## src/rtl/scaled_image_panel.sv

```systemverilog
// scaled_image_panel
// Renders a 1-bit IMG_W x IMG_H image, magnified by SCALE and centred on a
// PANEL_W x PANEL_H background, with optional border, cell grid and invert.
// Image bits live in a ping-pong store. The preprocessing path writes the back
// bank, and the banks swap only on frame_start, so a frame never shows a
// partially written image. Cell coordinates come from counters rather than
// division, so the pixel path has no dividers or multipliers. Output latency
// is a fixed two pixel clocks.
module scaled_image_panel #(
  parameter int          PANEL_W      = 512,
  parameter int          PANEL_H      = 768,
  parameter int          IMG_W        = 28,
  parameter int          IMG_H        = 28,
  parameter int          SCALE        = 10,
  parameter int          BORDER       = 2,
  parameter logic [15:0] COLOR_BG     = 16'h2104,
  parameter logic [15:0] COLOR_ON     = 16'hFFFF,
  parameter logic [15:0] COLOR_OFF    = 16'h0000,
  parameter logic [15:0] COLOR_BORDER = 16'hFFE0,
  parameter logic [15:0] COLOR_GRID   = 16'h4208,
  localparam int         ADDR_W       = $clog2(IMG_W * IMG_H)
) (
  input  logic              pixel_clk,
  input  logic              rst,
  input  logic [10:0]       pixel_x,
  input  logic [10:0]       pixel_y,
  input  logic              pixel_valid,
  input  logic              frame_start,
  input  logic              wr_en,
  input  logic [ADDR_W-1:0] wr_addr,
  input  logic              wr_data,
  input  logic              wr_frame_done,
  input  logic              invert,
  input  logic              grid_en,
  output logic [15:0]       panel_pixel,
  output logic              panel_valid,
  output logic              bank_sel,
  output logic              swap_pending,
  output logic              img_ready
);

  localparam int IMG_PIX = IMG_W * IMG_H;
  localparam int IMG_XW  = IMG_W * SCALE;
  localparam int IMG_YH  = IMG_H * SCALE;
  localparam int X_OFF   = (PANEL_W - IMG_XW) / 2;
  localparam int Y_OFF   = (PANEL_H - IMG_YH) / 2;
  localparam int CXW     = (SCALE > 1) ? $clog2(SCALE) : 1;
  localparam int COLW    = (IMG_W > 1) ? $clog2(IMG_W) : 1;
  localparam int ROWW    = (IMG_H > 1) ? $clog2(IMG_H) : 1;

  // region decode
  int                px;
  int                py;
  logic              in_img;
  logic              in_brd;
  logic              img_pix;
  logic              h_load;
  logic              v_adv;

  // horizontal cell counters
  logic [CXW-1:0]    cx_q;
  logic [CXW-1:0]    cx_use;
  logic [CXW-1:0]    cx_nxt;
  logic [COLW-1:0]   col_q;
  logic [COLW-1:0]   col_use;
  logic [COLW-1:0]   col_nxt;

  // vertical cell counters
  logic [CXW-1:0]    cy_q;
  logic [ROWW-1:0]   row_q;
  logic [ADDR_W-1:0] row_base_q;

  logic [ADDR_W-1:0] rd_addr;
  logic              grid_hit;
  logic              swap;
  logic              wr_ok;

  // ping-pong image store (not cleared by reset)
  logic [IMG_PIX-1:0] bank0;
  logic [IMG_PIX-1:0] bank1;

  // pipeline stage 1
  logic              s1_valid;
  logic              s1_img;
  logic              s1_brd;
  logic              s1_grid;
  logic              s1_inv;
  logic [ADDR_W-1:0] s1_addr;

  // stage 2 combinational read and colour select
  logic              rd_bit;
  logic [15:0]       pix_nxt;

  // Classify the incoming coordinate as image, border or background.
  always_comb begin
    px      = int'(pixel_x);
    py      = int'(pixel_y);
    in_img  = (px >= X_OFF) && (px < X_OFF + IMG_XW) &&
              (py >= Y_OFF) && (py < Y_OFF + IMG_YH);
    in_brd  = !in_img &&
              (px >= X_OFF - BORDER) && (px < X_OFF + IMG_XW + BORDER) &&
              (py >= Y_OFF - BORDER) && (py < Y_OFF + IMG_YH + BORDER);
    img_pix = pixel_valid && in_img;
    h_load  = pixel_valid && (px == X_OFF);
    v_adv   = img_pix && (px == X_OFF + IMG_XW - 1);
  end

  // The first image column of a line starts at cell 0 in the same cycle,
  // so the loaded value is used directly rather than waiting for the register.
  always_comb begin
    cx_use  = h_load ? '0 : cx_q;
    col_use = h_load ? '0 : col_q;
    cx_nxt  = cx_use + CXW'(1);
    col_nxt = col_use;
    if (cx_use == CXW'(SCALE - 1)) begin
      cx_nxt  = '0;
      col_nxt = (col_use == COLW'(IMG_W - 1)) ? '0 : col_use + COLW'(1);
    end
    rd_addr  = row_base_q + ADDR_W'(col_use);
    grid_hit = (cx_use == '0) || (cy_q == '0);
  end

  // Horizontal sub-pixel and column counters step once per image pixel.
  always_ff @(posedge pixel_clk or posedge rst) begin
    if (rst) begin
      cx_q  <= '0;
      col_q <= '0;
    end else if (img_pix) begin
      cx_q  <= cx_nxt;
      col_q <= col_nxt;
    end else if (h_load) begin
      cx_q  <= '0;
      col_q <= '0;
    end
  end

  // Vertical counters step on the last image pixel of each image line.
  always_ff @(posedge pixel_clk or posedge rst) begin
    if (rst) begin
      cy_q       <= '0;
      row_q      <= '0;
      row_base_q <= '0;
    end else if (frame_start) begin
      cy_q       <= '0;
      row_q      <= '0;
      row_base_q <= '0;
    end else if (v_adv) begin
      if (cy_q == CXW'(SCALE - 1)) begin
        cy_q <= '0;
        if (row_q == ROWW'(IMG_H - 1)) begin
          row_q      <= '0;
          row_base_q <= '0;
        end else begin
          row_q      <= row_q + ROWW'(1);
          row_base_q <= row_base_q + ADDR_W'(IMG_W);
        end
      end else begin
        cy_q <= cy_q + CXW'(1);
      end
    end
  end

  // A completed back bank is swapped in at the next frame boundary; a done
  // pulse coinciding with frame_start swaps immediately.
  always_comb begin
    swap  = frame_start && (swap_pending || wr_frame_done);
    wr_ok = wr_en && (int'(wr_addr) < IMG_PIX);
  end

  // Bank select, pending flag and ready flag.
  always_ff @(posedge pixel_clk or posedge rst) begin
    if (rst) begin
      bank_sel     <= 1'b0;
      swap_pending <= 1'b0;
      img_ready    <= 1'b0;
    end else if (swap) begin
      bank_sel     <= ~bank_sel;
      swap_pending <= 1'b0;
      img_ready    <= 1'b1;
    end else if (wr_frame_done) begin
      swap_pending <= 1'b1;
    end
  end

  // Writes always target the bank not on display.
  always_ff @(posedge pixel_clk) begin
    if (wr_ok) begin
      if (bank_sel) bank0[wr_addr] <= wr_data;
      else          bank1[wr_addr] <= wr_data;
    end
  end

  // Stage 1: register region, grid flag, read address and mode bits.
  always_ff @(posedge pixel_clk or posedge rst) begin
    if (rst) begin
      s1_valid <= 1'b0;
      s1_img   <= 1'b0;
      s1_brd   <= 1'b0;
      s1_grid  <= 1'b0;
      s1_inv   <= 1'b0;
      s1_addr  <= '0;
    end else begin
      s1_valid <= pixel_valid;
      s1_img   <= in_img;
      s1_brd   <= in_brd;
      s1_grid  <= grid_en && grid_hit;
      s1_inv   <= invert;
      s1_addr  <= rd_addr;
    end
  end

  // Front-bank read and colour priority for stage 2.
  always_comb begin
    rd_bit  = bank_sel ? bank1[s1_addr] : bank0[s1_addr];
    pix_nxt = COLOR_BG;
    if (s1_brd) begin
      pix_nxt = COLOR_BORDER;
    end else if (s1_img) begin
      if (s1_grid)                pix_nxt = COLOR_GRID;
      else if (!img_ready)        pix_nxt = COLOR_OFF;
      else if (rd_bit ^ s1_inv)   pix_nxt = COLOR_ON;
      else                        pix_nxt = COLOR_OFF;
    end
  end

  // Stage 2: output register; the pixel holds while no valid data arrives.
  always_ff @(posedge pixel_clk or posedge rst) begin
    if (rst) begin
      panel_valid <= 1'b0;
      panel_pixel <= COLOR_BG;
    end else begin
      panel_valid <= s1_valid;
      if (s1_valid) panel_pixel <= pix_nxt;
    end
  end

endmodule

```

## config.mk

```make
export PLATFORM = sky130hd
export DESIGN_NAME = scaled_image_panel
export DESIGN_NICKNAME = d
export VERILOG_FILES = /design/src/rtl/scaled_image_panel.sv
export SDC_FILE = /design/constraint.sdc
export NUM_CORES = 2
export LEC_CHECK = 0
export BUFFER_PORTS_ARGS = -buffer_cell sky130_fd_sc_hd__buf_2
export CORE_MARGIN = 2
export CORE_UTILIZATION = 30
export CTS_CLUSTER_SIZE = 14
export DETAILED_ROUTE_END_ITERATION = 10
export PLACE_DENSITY_LB_ADDON = 0.1
export SKIP_CTS_REPAIR_TIMING = 1
export SKIP_LAST_GASP = 1
export SLEW_MARGIN = 0
export SYNTH_ARGS = -nofsm -noshare
export SYNTH_HDL_FRONTEND = slang
export SYNTH_SLANG_ARGS = --single-unit
```

## constraint.sdc

```tcl
create_clock -name pixel_clk -period 3.2 [get_ports pixel_clk]
set_input_delay 0.64 -clock pixel_clk [delete_from_list [all_inputs] [get_ports pixel_clk]]
set_output_delay 0.64 -clock pixel_clk [all_outputs]
set_load 0.02 [all_outputs]
```

==> metrics.cfg <==
[finish]
final_core_util=0.363
finalNetCount=5169
fill_cells=22524
fin_area_sq_um=85100
area.growth.synth_to_final_pct=20.6
drive_above_1_share=0.255
stdcell_count=8428

[routing]
dr.pass1.iters=5
routedWlPerCell_microns=28.9
vias=42727
drcViolationCount=0
ant_nets=0
routed_wl_microns=244000
vias_per_cell=5.07
drt-initial-drc-count=3679

[synthesis]
syn_inst=4779
ys_seq_elements=1619
ys.flop_type=edfxtp_1
synth.cell_area_sq_um=70500
synth_nets=4830
ys.warnings.count=0
yosysSeqAreaShare=0.686
synthDistinctLibCells=78
avgSynthCellArea_sq_um=14.8
synth-edff-count=1568
ys_async_sr_fraction=0.0315

[setup_path]
crit_required_ns=3.96
crit_type=flip-flop to flip-flop
crit_top_cell=buf_4
path_max_fanout=5
arrival_ns=4.81
cpPeakStageDelay_ns=0.68
cp-start-kind=flip-flop
cp_cell_sequence=buf_4, inv_1, buf_4, nand2_1, nor3_1, nand2_1, a21oi_1, a31oi_4, nor4_4, buf_4, nor3_4, and4b_4, o221a_1
critPathSlowestCell=nor3_1
critPathCaptureType=flip-flop

[clocking]
h-tree-depth=4
ctsLongestPathBuffers=3
cts_root_buf=clkbuf_16
cts.reportedPaths.clkPinSlew_ns=0.06
cts_tree=built
cts_buffers=186
clock_sinks=1619
insertion_delay_ns=0.84

[global_routing]
gr-usage-met2=0.332
grt.met3_usage=0.0233
grt-ovfl-total=0
grt_antenna_before_repair=9
grt_pass1_vias=43189
met1_usage=0.286
grt.total_usage=0.202
grt_max_degree=120
grt_pass1_wl_microns=341000
top_usage_layer=met2

[pwr]
power.leakage_nw=26.4
powerDensity_nw_per_um2=597
peakVddDrop_mv=0.436
power_mw=50.8

[die]
core_sq_um=235000
io_pins=61
die_h_microns=489
num_rows=178
fp.dieW_microns=489
dieArea_sq_um=239000
start_util=0.301

[placement]
place_area_sq_um=78200
preCtsSetupSlack_ns=-1.57
dp_cells=8020
gp_congestion=0.768
io_buffers=59
dp_hpwl_microns=143000

[timing]
finalHoldViolCount=0
slew_viol_final=0
whs_ns=0.0330
rsz0062_at_grt=true
setup_viol=6
setup_ws_ns=-0.844
min_period_ns=4.04
finalSetupTns_ns=-4.95
period_share=1.26
skew_ns=0.0184
tightest_slew_ns=1.07
slew_headroom=0.287
timing.fmax_mhz=247

[status]
violations=setup timing
status=finished with violations

[run]
cap_violations=0

[min_path]
hold_path_class=input port to flip-flop

-- power breakdown --
part | internal (mW) | switching [mW] | leakage, nW
Sequential | 23.3 | 0.176 | 14.7
Combinational | 2.48 | 3.94 | 8.80
Clock | 11.8 | 9.02 | 2.85
Total | 37.6 | 13.1 | 26.4
-- cells in the final DEF (no fill, tap or decap), drive strengths merged, types with 49 or more instances in the layout --
master / count
nor2: 1617
edfxtp: 1568
buf: 610
mux4: 412
clkbuf: 249
nand2: 144
clkinv: 86
mux2i: 73
a22oi: 62
dfrtp: 49
-- kinds of logic (layout without fill, tap and decap cells) --
| logic type | count (synthesis) | in the layout | synth area share |
|---|---|---|---|
| AO/OA/AOI/OAI | 238 | 238 | 0.0230 |
| XOR/XNOR | 12 | 12 | 0.00149 |
| adder cells (fa/ha/maj) | 10 | 10 | 0.00177 |
| buffers and inverters | 485 | 983 | 0.0349 |
| flip-flops | 1619 | 1619 | 0.686 |
| multiplexers | 491 | 491 | 0.145 |
| other | 1 | 2 | 0.0000532 |
| AND/OR/NAND/NOR | 1923 | 1923 | 0.108 |
-- Yosys cell counts, drive strengths merged, types with 3 or more instances --
cell / n / area [sq um]
a22o: 3 / 26.3
xor2: 6 / 52.6
clkbuf: 329 / 1260
mux2: 6 / 67.6
nand4: 12 / 75.1
o22ai: 28 / 175
a41o: 4 / 40.0
nand2: 144 / 541
or2: 4 / 25.0
nand3b: 7 / 56.3
nand3: 33 / 165
or3: 3 / 18.8
a221oi: 4 / 35.0
a211oi: 10 / 75.1
and2: 11 / 68.8
o21ai: 41 / 209
ha: 10 / 125
inv: 18 / 67.6
nor2: 1617 / 6070
or3b: 3 / 26.3
mux4: 412 / 9440
a311oi: 3 / 26.3
a21o: 3 / 22.5
edfxtp: 1568 / 47100
nor3: 20 / 105
a22oi: 62 / 465
nor2b: 19 / 119
dfrtp: 49 / 1230
a21oi: 42 / 210
nor4: 19 / 125
a21boi: 6 / 45.1
a31oi: 5 / 31.3
nor3b: 7 / 52.6
xnor2: 6 / 52.6
buf: 138 / 1130
o211ai: 3 / 22.5
mux2i: 73 / 731
nand2b: 13 / 81.3
o41ai: 3 / 26.3
o31ai: 5 / 37.5
-- worst paths after layout --
| kind | to | start | cells after the start | slack [ns] |
|---|---|---|---|---|
| max | panel_pixel[2] | s1_addr[5] | 13 | -0.84 |
| min | s1_brd | pixel_y[1] | 2 | 0.03 |
| max reg2reg | panel_pixel[2] | s1_addr[5] | 13 | -0.84 |
| min reg2reg | row_q[3] | row_q[3] | 1 | 0.51 |
| max in group asynchronous | panel_pixel[2] | rst | 4 | 1.97 |
| min in group asynchronous | panel_pixel[14] | rst | 3 | 0.47 |
-- per-layer routing --
metal,wire length [microns],vias to the layer above
met1,112000,23178
li1,-,18314
met5,0,-
met2,118000,953
met4,4870,0
met3,9480,282
-- worst max-delay path, delay by kind of cell (launching register included) --
family	cells	cell delay [ns]
compound gates	3	0.58
buf+inv	4	0.73
simple gates	6	2.23
flops	1	0.42
-- layout make-up --
class / count / area, sq um / area share
sequential: 1619 / 48400 / 0.569
multi-input combinational: 2675 / 20300 / 0.239
timing repair buffer: 618 / 6510 / 0.0765
clock buffer: 244 / 5050 / 0.0593
tap: 3150 / 3940 / 0.0463
clock inverter: 103 / 815 / 0.00957
inverter: 18 / 67.6 / 0.000794
antenna: 1 / 2.50 / 0.0000294
-- sequential cells by signal, indices dropped and copies added, names as in the netlist --
signal	count
bank0	784
bank1	784
bank_sel	1
col_q	5
cx_q	4
cy_q	4
img_ready	1
panel_pixel	6
panel_valid	1
row_base_q	8
row_q	5
s1_addr	10
s1_brd	1
s1_grid	1
s1_img	1
s1_inv	1
s1_valid	1
swap_pending	1
Note: power is estimated with default switching activity, not from simulation.
